## config.mk

```make
export PLATFORM = sky130hd
export DESIGN_NAME = sample_packer_flat
export DESIGN_NICKNAME = d
export VERILOG_FILES = /design/src/rtl/sample_packer_if.sv /design/src/rtl/sample_packer.sv /design/src/flat_wrapper.sv
export SDC_FILE = /design/constraint.sdc
export NUM_CORES = 1
export LEC_CHECK = 0
export CAP_MARGIN = 5
export CORE_UTILIZATION = 40
export DETAILED_ROUTE_END_ITERATION = 6
export GPL_ROUTABILITY_DRIVEN = 0
export PLACE_DENSITY_LB_ADDON = 0.1
export SYNTH_ARGS = -nofsm -noshare
export SYNTH_HDL_FRONTEND = slang
export SYNTH_SLANG_ARGS = --single-unit
```

## constraint.sdc

```tcl
create_clock -name clk -period 2.57 [get_ports clk]
set_clock_uncertainty 0.15 [all_clocks]
set_input_delay 0.3855 -clock clk [delete_from_list [all_inputs] [get_ports clk]]
set_output_delay 0.3855 -clock clk [all_outputs]
set_load 0.01 [all_outputs]
```

## src/rtl/sample_packer_if.sv

```systemverilog
// Sample input and four-phase req/ack word output of the sample packer.
// master drives samples and ack; slave (the packer) drives req, data and status.
interface sample_packer_if #(
    parameter int unsigned SAMPLE_W = 4,
    parameter int unsigned NSAMP    = 2
);
    localparam int unsigned MSG_W = SAMPLE_W * NSAMP;

    logic                en;
    logic                sample_valid;
    logic [SAMPLE_W-1:0] sample;
    logic                ack;
    logic                req;
    logic [MSG_W-1:0]    data_out;
    logic                overflow;
    logic [7:0]          drop_cnt;

    modport master (
        output en, sample_valid, sample, ack,
        input  req, data_out, overflow, drop_cnt
    );

    modport slave (
        input  en, sample_valid, sample, ack,
        output req, data_out, overflow, drop_cnt
    );
endinterface

```

## src/rtl/sample_packer.sv

```systemverilog
// Packs NSAMP ADC samples LSB-first into one message word and offers it
// downstream over a four-phase req/ack handshake. One completed word can be
// held while a handshake is in flight; further samples are dropped and counted.
module sample_packer #(
    parameter int unsigned SAMPLE_W = 4,
    parameter int unsigned NSAMP    = 2
) (
    input  logic            clk,
    input  logic            rst_n,
    sample_packer_if.slave  pk
);
    localparam int unsigned MSG_W  = SAMPLE_W * NSAMP;
    localparam int unsigned SLOT_W = (NSAMP > 1) ? $clog2(NSAMP) : 1;
    localparam logic [SLOT_W-1:0] LAST_SLOT = SLOT_W'(NSAMP - 1);

    typedef enum logic [1:0] {
        H_IDLE,
        H_REQ,
        H_REL
    } hs_state_e;

    hs_state_e          state_q, state_d;
    logic [SLOT_W-1:0]  slot_q, slot_d;
    logic [MSG_W-1:0]   pack_q, pack_d;
    logic               pack_full_q, pack_full_d;
    logic [MSG_W-1:0]   data_out_q, data_out_d;
    logic               req_q, req_d;
    logic               overflow_q, overflow_d;
    logic [7:0]         drop_cnt_q, drop_cnt_d;

    logic               take;
    logic               load_held;
    logic               accept;
    logic               drop;
    logic [MSG_W-1:0]   word;

    // Next-state: sample accept/drop, word completion, handshake progression.
    always_comb begin
        state_d     = state_q;
        slot_d      = slot_q;
        pack_d      = pack_q;
        pack_full_d = pack_full_q;
        data_out_d  = data_out_q;
        overflow_d  = overflow_q;
        drop_cnt_d  = drop_cnt_q;

        take      = pk.en & pk.sample_valid;
        // A held word is released the moment the handshake is idle; the same
        // cycle may still accept a new sample as slot 0 of the next word.
        load_held = (state_q == H_IDLE) & pack_full_q;
        accept    = take & (~pack_full_q | load_held);
        drop      = take & pack_full_q & ~load_held;

        word = pack_q;
        for (int unsigned k = 0; k < NSAMP; k++) begin
            if (slot_q == SLOT_W'(k)) begin
                word[k*SAMPLE_W +: SAMPLE_W] = pk.sample;
            end
        end

        if (load_held) begin
            data_out_d  = pack_q;
            pack_full_d = 1'b0;
            state_d     = H_REQ;
        end

        if (accept) begin
            pack_d = word;
            if (slot_q == LAST_SLOT) begin
                slot_d = '0;
                if (state_q == H_IDLE) begin
                    data_out_d = word;
                    state_d    = H_REQ;
                end else begin
                    pack_full_d = 1'b1;
                end
            end else begin
                slot_d = slot_q + SLOT_W'(1);
            end
        end

        if (drop) begin
            overflow_d = 1'b1;
            if (drop_cnt_q != '1) begin
                drop_cnt_d = drop_cnt_q + 8'd1;
            end
        end

        case (state_q)
            H_REQ:   if (pk.ack)  state_d = H_REL;
            H_REL:   if (!pk.ack) state_d = H_IDLE;
            default: ;
        endcase

        req_d = (state_d == H_REQ);
    end

    // Register all state; synchronous active-low reset abandons any handshake.
    always_ff @(posedge clk) begin
        if (!rst_n) begin
            state_q     <= H_IDLE;
            slot_q      <= '0;
            pack_q      <= '0;
            pack_full_q <= 1'b0;
            data_out_q  <= '0;
            req_q       <= 1'b0;
            overflow_q  <= 1'b0;
            drop_cnt_q  <= '0;
        end else begin
            state_q     <= state_d;
            slot_q      <= slot_d;
            pack_q      <= pack_d;
            pack_full_q <= pack_full_d;
            data_out_q  <= data_out_d;
            req_q       <= req_d;
            overflow_q  <= overflow_d;
            drop_cnt_q  <= drop_cnt_d;
        end
    end

    assign pk.req      = req_q;
    assign pk.data_out = data_out_q;
    assign pk.overflow = overflow_q;
    assign pk.drop_cnt = drop_cnt_q;
endmodule

```

## src/flat_wrapper.sv

```systemverilog
// flat-port wrapper written by rule: the top's interface ports become plain ports
module sample_packer_flat 
#(
    parameter int unsigned SAMPLE_W = 4,
    parameter int unsigned NSAMP    = 2
)
  (clk, rst_n, pk_en, pk_sample_valid, pk_sample, pk_ack, pk_req, pk_data_out, pk_overflow, pk_drop_cnt);
  sample_packer_if #(.SAMPLE_W(SAMPLE_W), .NSAMP(NSAMP)) pk_i ();
  input  logic clk;
  input  logic rst_n;
  input wire logic [$bits(pk_i.en)-1:0] pk_en;
  input wire logic [$bits(pk_i.sample_valid)-1:0] pk_sample_valid;
  input wire logic [$bits(pk_i.sample)-1:0] pk_sample;
  input wire logic [$bits(pk_i.ack)-1:0] pk_ack;
  output wire logic [$bits(pk_i.req)-1:0] pk_req;
  output wire logic [$bits(pk_i.data_out)-1:0] pk_data_out;
  output wire logic [$bits(pk_i.overflow)-1:0] pk_overflow;
  output wire logic [$bits(pk_i.drop_cnt)-1:0] pk_drop_cnt;
  assign pk_i.en = pk_en;
  assign pk_i.sample_valid = pk_sample_valid;
  assign pk_i.sample = pk_sample;
  assign pk_i.ack = pk_ack;
  assign pk_req = pk_i.req;
  assign pk_data_out = pk_i.data_out;
  assign pk_overflow = pk_i.overflow;
  assign pk_drop_cnt = pk_i.drop_cnt;
  sample_packer #(.SAMPLE_W(SAMPLE_W), .NSAMP(NSAMP)) u_core (.clk(clk), .rst_n(rst_n), .pk(pk_i));
endmodule
```

==> summary by stage, run 1 <==
Run status
The run finished with clean final reports.

Route
The wire length per cell is approximately 12 µm. The remaining number of nets flagged by the antenna check after routing is 0. Across all layers, the routed design uses approximately 1200 vias.

The final wirelength is roughly 2.7 mm. The count of unresolved DRC violations after routing is 0. The detailed-routing iteration count for the pre-antenna-repair pass is 4. In the routed layout, each cell is associated on average with a via count of about 5.2. The first routing iteration left 57 violations.

CTS
The post-cts resize count is 0. Clock tree synthesis selected as its root buffer the cell clkbuf_4. Once the clock tree was built, the setup fixing pass inserted 0 buffers.

The clock passes through at most 2 buffers. The clock edge transition at the registers on the reported setup and hold paths is 0.09 ns. The H-tree depth reported by CTS is 2.

The number of buffers added by the clock tree synthesis step is 5. TritonCTS built the clock tree. The number of clock sinks is 30. In this run, post-CTS hold repair placed 0 buffers. The clock reaches the later pin of the worst-skew pair after 0.32 ns.

Synthesis
The number of enable flip-flop cells after synthesis is 0. For this run, the leading register cell type out of synthesis is dfxtp_1. The fraction of synthesis flops using an asynchronous set or reset pin is 0%. The proportion of synthesized chip area in sequential cells is between 40% and 50%.

The total of warnings raised by yosys is 0. Counting flops and latches in the post-synthesis netlist gives 30. The distinct cell type count of the synthesized netlist is 37. Counting every net in the synthesized netlist gives roughly 160. The netlist area before placement is roughly 0.0014 mm². The cell count after synthesis is 148.

The average instance in the mapped netlist occupies around 9.3 µm².

STA
After layout, the worst setup slack is just under 0.6 ns. The final critical-path share of the clock period is between 70% and 80%. Setup total negative slack on the finished layout was measured at 0 ns. The hold violation total from the final report is 0.

The fmax is 502 MHz. The setup violation total in the final timing report is 0. Headroom to the max-slew limit came out at between 60% and 70%.

The clock period could shrink to 1.99 ns. The slew at the pin with the worst max-slew slack is slightly above 0.5 ns. Setup repair after global routing left no endpoint under its margin. The total count of max-transition violations in the final report is 0.

GRT
The met1 track demand over resource in global routing is a little over a fifth. The global routing's busiest layer is met2. The first-pass GRT wire length is between 4 and 5 mm.

The sum of overflow across all layers after global routing is 0. The initial antenna violation count came to 0. The global routing met2 resource utilization is between 20 and 30%. The global routing met3 resource utilization is 4.90%. The global-route usage over all layers is between 10% and 20%. The number of global-route vias before repair is between 1000 and 1500. Entering global routing, the biggest net connects 31 pins.

Critical path
On the worst path, the slowest cell contributes a delay of about 0.4 ns. The endpoint identified for the worst register-to-register timing path is u_core.pk.drop_cnt[7]. The slowest stage of the critical path belongs to the cell and4b_2.

In this run the worst path has a maximum fanout of 7. The number of buffers and inverters on the critical path is 1. Traced cell by cell, the critical path runs through inv_1, ha_1, and4b_2, o211ai_4, o311ai_0, o41ai_1.

For the worst flop-to-flop path, the logic depth is 6. Broken down by cell family, the worst path's largest delay share belongs to compound AO/OA/AOI/OAI gates. The reg-to-reg setup timing slack is 0.58 ns.

STA classifies the critical path endpoint as a register. The startpoint kind of the worst setup timing path is a register. The data required time at the worst endpoint is 2.62 ns. Data on the critical path arrives at its endpoint at just over 2 ns. In this run the critical register-to-register path is launched from u_core.state_q[0].

The critical path is of the reg2reg type.

Final layout
Once layout is complete, the utilization of the core stands at 54.7%. The design area is ~0.0017 mm². The net count of the finished layout is 190. The post-route netlist has between 7 and 8% of its cells at a drive strength greater than 1. The fill cell instance count of the final layout is 320. The growth of design area from synthesis to finish is 25.0%. The repair_antennas step left the layout with diodes totalling 0.

Place
Detailed placement ended at an HPWL of roughly 1.9 mm. The placed standard-cell area is 0.00168 mm². The pre-CTS setup slack is around 0.38 ns. Port buffering added 26 buffers.

Floorplanning
For this configuration, the core starts out at a cell density of a little over two fifths. In this run the core area contains 20 standard-cell rows. The height of the chip is about 60 µm. The top-level port count is 27. The total area inside the core boundary comes to roughly 0.0032 mm². The die is a little over 60 µm wide. The floorplan step defined a die boundary enclosing about 0.0037 mm².

Run
The tool flagged a number of max-cap violations equal to 0.

Hold path
The type of the tightest min-delay check is reg2reg. The critical hold path startpoint is u_core.pk.data_out[2]. The endpoint of the worst hold-timing path is u_core.pk.data_out[2]. The worst hold path stage count is 2.

Pwr
The maximum vdd drop is about 0.24 mV. Dividing total power by cell area gives a power density of between 400 and 500 mW/mm². The leakage power is 0.579 nW.
[final cells by class]
type                    count  area, µm²  area share (%)
inverters                   9       33.8            1.96
multi-input cells         104        722            41.9
flip-flops and latches     30        601            34.8
well taps                  44       55.1            3.19
repair buffers             27        268            15.5
clock buffers               7       45.0            2.61
[cells in the mapped netlist (4+ instances only)]
cell,number,area (µm²)
a21boi_0,8,60.1
a31oi_1,5,31.3
and2_1,5,31.3
clkbuf_1,4,15.0
dfxtp_1,30,601
ha_1,4,50.1
inv_1,9,33.8
mux2i_1,5,50.1
nand2_1,17,63.8
nand2b_1,5,31.3
nand3_1,4,20.0
nor2_1,6,22.5
nor2b_1,6,37.5
o21ai_0,6,30.0
o221a_2,4,45.0
xnor2_1,4,35.0
[placed cells by master (no fill, tap or decap), types with 2 or more instances in the layout]
master            n
a31oi_1           5
o221a_2           4
o221ai_1          2
and2_1            5
nand2_1          17
a21boi_0          8
clkbuf_1          2
ha_1              4
clkdlybuf4s50_1  26
o21ai_0           6
o21a_1            3
xnor2_1           4
mux2i_1           5
nand3_1           4
o211ai_1          3
nand2b_1          5
inv_1             9
nor2_1            6
dfxtp_1          30
clkbuf_4          5
nor2b_1           6
[worst reg2reg max path, delay by kind of cell, from the launching register on]
family	cells	cell delay, ns
AO/OA/AOI/OAI	3	0.55
AND/OR/NAND/NOR	1	0.41
flip-flops	1	0.40
adder cells (fa/ha/maj)	1	0.28
buffers and inverters	1	0.08
[metrics by stage]
step	total power, mW	hold slack [ns]	std cells
after floorplan	0.520	0.290	148
after global placement	0.548	0.300	214
after detailed placement	0.549	0.311	214
after CTS	0.802	0.326	221
after global routing	0.829	0.352	221
final	0.788	0.322	221
[kinds of logic after synthesis]
group / after synthesis / synth area share (%)
adder cells (fa/ha/maj): 4 / 3.63
flip-flops: 30 / 43.6
buffers and inverters: 14 / 4.08
AO/OA/AOI/OAI: 40 / 22.9
multiplexers: 5 / 3.63
AND/OR/NAND/NOR: 51 / 19.7
XOR/XNOR: 4 / 2.54
[routing by layer]
metal | wire length, µm | up-vias
met2 | 1220 | 34
met5 | 0 | -
met1 | 1340 | 528
met4 | 38 | 0
met3 | 114 | 5
li1 | - | 588
[where the power goes]
part	switching, mW	internal (mW)	total, mW
clock network	0.147	0.103	0.250
logic	0.0281	0.0321	0.0602
registers	0.00498	0.473	0.478
total	0.180	0.608	0.788
[worst max path at each step]
stage	start	end	depth (start not counted)
2_1_floorplan	u_core.state_q[0]	u_core.pk.drop_cnt[7]	6
3_3_place_gp	pk_sample_valid	u_core.pk.req	5
3_5_place_dp	pk_sample_valid	u_core.pk.req	5
5_1_grt	u_core.state_q[0]	u_core.pk.drop_cnt[7]	6
6_report	u_core.state_q[0]	u_core.pk.drop_cnt[7]	6
4_1_cts	u_core.state_q[0]	u_core.pk.drop_cnt[7]	6
[registers in the layout, indices dropped and copies added, names as in the netlist]
name                flops
u_core.pack_full_q      1
u_core.pack_q           8
u_core.pk.data_out      8
u_core.pk.drop_cnt      8
u_core.pk.overflow      1
u_core.pk.req           1
u_core.slot_q           1
u_core.state_q          2
Power figures use the tool's default switching activity.
==> inputs of run 2 (changes only) <==
clock period = 2 ns   (was 2.57 ns; I/O delays follow)
==> run 2 against run 1 <==
Hold slack lost 0.0082 ns. Cell area rose by 6.6%. Clock power grew to 2.5 times the previous value. Maximum frequency rose by 9.0%. Global-route usage up 1.7 points. Critical path depth did not move. Clock-buffer cell count decreased by 1. Die area is the same. Sequential cell count stayed put. Via count is 2.2% higher. Critical endpoint is now u_core.pk.drop_cnt[5]. Largest cell class unchanged.
==> summary by stage, run 2 (synthesis results as in run 1) <==
Run status
The flow ran to the end, and the final reports show no timing, DRC or antenna violations.

STA
The final critical-path share of the clock period is 91.3% (+14 points). The final critical path time including I/O delays and setup was 1.83 ns (-0.164 ns). The setup violation total in the final timing report came to 0 (unchanged). The slew at the pin with the worst max-slew slack came to 0.354 ns (-0.163 ns). The worst slew margin relative to its limit is 76.1% (+11 points).

The hold violation total from the final report is 0 (unchanged). The total count of max-transition violations in the final report was 0 (unchanged). The fmax is 548 MHz (+9.0%).

Critical path
The worst register-to-register path ends at u_core.pk.drop_cnt[5]. The launching instance or port of the critical path is u_core.state_q[0]. The biggest fanout along the worst timing path is 5 (-2).

Traced cell by cell, the critical path runs through inv_1, ha_1, and4b_2, o211ai_4, or3_1, a21boi_1. The highest cell delay on the worst timing path came to 0.38 ns (-0.03 ns). The critical path depth in cells came to 6 (unchanged).

The kind of cell adding the most delay to the critical path is simple AND/OR/NAND/NOR gates. The cell depth of the worst flop-to-flop path came to 6 (unchanged). The reg-to-reg setup timing slack is 0.17 ns (-0.41 ns). STA classifies the critical path endpoint as a register.

The capture point of the critical path is u_core.pk.drop_cnt[5]. The critical path's slowest cell is dfxtp_1. The startpoint kind of the worst setup timing path is a register. In this run the critical register-to-register path is launched from u_core.state_q[0]. The worst path arrival time is 1.94 ns (-0.10 ns). The data required time at the worst endpoint is 2.11 ns (-0.51 ns).

The classification of the worst setup path is reg2reg. The combined buffer and inverter count along the critical path came to 1 (unchanged).

Place
The half-perimeter wire length after placement is 2.08 mm (+7.7%). The total of buffers placed on input and output ports is 26 (unchanged). The placed standard-cell area is 0.00172 mm² (+2.2%).

CTS
The H-tree depth reported by CTS is 2 (unchanged). The clock tree root buffer cell is clkbuf_4. The number of buffers added by the clock tree synthesis step is 5 (unchanged). The source-to-sink clock delay at the later pin of the worst-skew pair is 0.33 ns (about the same). The clock edge transition at the registers on the reported setup and hold paths came to 0.09 ns (about the same).

The number of buffers on the longest clock path is 2 (unchanged). The number of clock sinks is 30 (unchanged). TritonCTS built the clock tree. The number of buffers inserted for hold repair after clock tree synthesis is 0 (unchanged).

Floorplanning
The initial cell density of the core was 43.7% (unchanged). The die area was 0.00369 mm² (unchanged). The row count is 20 (unchanged). The floorplan die width is 60.7 µm (unchanged). The height of the chip is 60.7 µm (unchanged). The top-level port count was 27 (unchanged). The area of the core was 0.00315 mm² (unchanged).

Route
The wire length per cell came to 12.9 µm (+5.2%). The total via count after detailed routing is 1180 (+2.2%). The remaining number of nets flagged by the antenna check after routing is 0 (unchanged). The final wirelength is 2.94 mm (+8.6%). The detailed-routing iteration count for the pre-antenna-repair pass is 4 (unchanged).

The DRC violation total after the first TritonRoute iteration came to 65 (+14%). The count of unresolved DRC violations after routing is 0 (unchanged). The post-detailed-route via-to-cell ratio is 5.18 (-0.97%).

Final layout
Leaving out fill and tap cells, the most frequent cells in the layout are dfxtp_1, clkdlybuf4s50_1, nand2_1. The antenna diode count is 0 (unchanged). The most common cell after layout, fill and taps aside is dfxtp_1. The final net count is 196 (+3.2%). The growth of design area from synthesis to finish is 33.3%. The design area is 0.00184 mm² (+6.6%). The utilization after layout is 58.3% (+3.6 points). The fraction of final layout cells with drive strength greater than 1 is 12.5% (+5.2 points).

GRT
The first-pass GRT wire length came to 5.00 mm (+5.7%). The global routing met3 resource utilization came to 7.04% (+2.1 points). The initial antenna violation count was 0 (unchanged). The pin count of the biggest net entering global routing came to 31 (unchanged). The global-route usage over all layers is 19.2% (+1.7 points). The global routing's busiest layer is met2. The met1 track demand over resource in global routing came to 22.9% (+1.1 points). The sum of overflow across all layers after global routing is 0 (unchanged).

The number of global-route vias before repair is 1137 (+1.5%). The global routing met2 resource utilization is 30.8% (+3.8 points).

Run
The number of max-cap violations is 0 (unchanged).

Pwr
The share of total power consumed by net switching is 19.3% (-3.6 points). The maximum vdd drop came to 0.491 mV (+110%). The power share of the combinational group is 6.2% (-1.4 points). The fraction of power consumed by the clock network is 47.7% (+16 points). The sequential share of power was 46.1% (-14 points). The leakage power is 0.640 nW (+11%). The total power density per cell area is 725 mW/mm² (+59%).

The internal power of the cells is 1.08 mW (+77%). The total power draw is 1.33 mW (+69%). The net switching power is 257 µW (+43%).

Hold path
The type of the tightest min-delay check is reg2reg.
## run 2: how the worst min path moves through the flow
stage / startpoint / end / cells after the start
3_5_place_dp: u_core.pk.data_out[2] / u_core.pk.data_out[2] / 2
3_3_place_gp: u_core.pk.data_out[2] / u_core.pk.data_out[2] / 2
2_1_floorplan: u_core.pack_q[3] / u_core.pk.data_out[3] / 2
6_report: u_core.pk.data_out[2] / u_core.pk.data_out[2] / 2
5_1_grt: u_core.pk.data_out[1] / u_core.pk.data_out[1] / 2
4_1_cts: u_core.pk.data_out[2] / u_core.pk.data_out[2] / 2
## run 2: tightest hold or removal path, stage by stage (launching register included)
cell	delay, ns
dfxtp_1	0.32
nand2_1	0.04
a21boi_0	0.06
## run 2: metal layers
layer	vias to the layer above	wire (µm)
met2	25	1390
met4	0	55
li1	595	-
met1	554	1370
met5	-	0
met3	6	129
## run 2: cell type report
| cell class | instances | area [µm²] |
|---|---|---|
| fill | 324 | 1320 |
| sequential | 30 | 601 |
| timing repair buffer | 33 | 313 |
| multi-input combinational | 104 | 724 |
| inverter | 9 | 33.8 |
| tap | 44 | 55.1 |
| clock buffer | 6 | 51.3 |
| clock inverter | 2 | 60.1 |
## run 2: timing repair
item / in CTS / in global routing
setup endpoints to repair: 0 / 2
resized for setup: 0 / 2
buffers inserted: 0 / 1
endpoints found under the hold margin: 0 / 0
## run 2: power by group through the flow
stage	combinational [mW]	sequential, mW	clock, mW
floorplan	0.0401	0.629	0
global placement	0.0799	0.628	0
detailed placement	0.0827	0.628	0
CTS	0.0832	0.615	0.657
global route	0.0914	0.616	0.688
finish	0.0828	0.614	0.636
## run 2: through the flow
step / instances / hold WS (ns) / worst slack [ns] / TNS (ns)
after floorplan: 148 / 0.290 / 0.229 / 0
after global placement: 219 / 0.303 / 0.0492 / 0
after detailed placement: 219 / 0.307 / -0.0342 / -0.0342
after CTS: 227 / 0.321 / 0.0993 / 0
after global routing: 228 / 0.357 / -0.00161 / -0.00161
final: 228 / 0.313 / 0.174 / 0
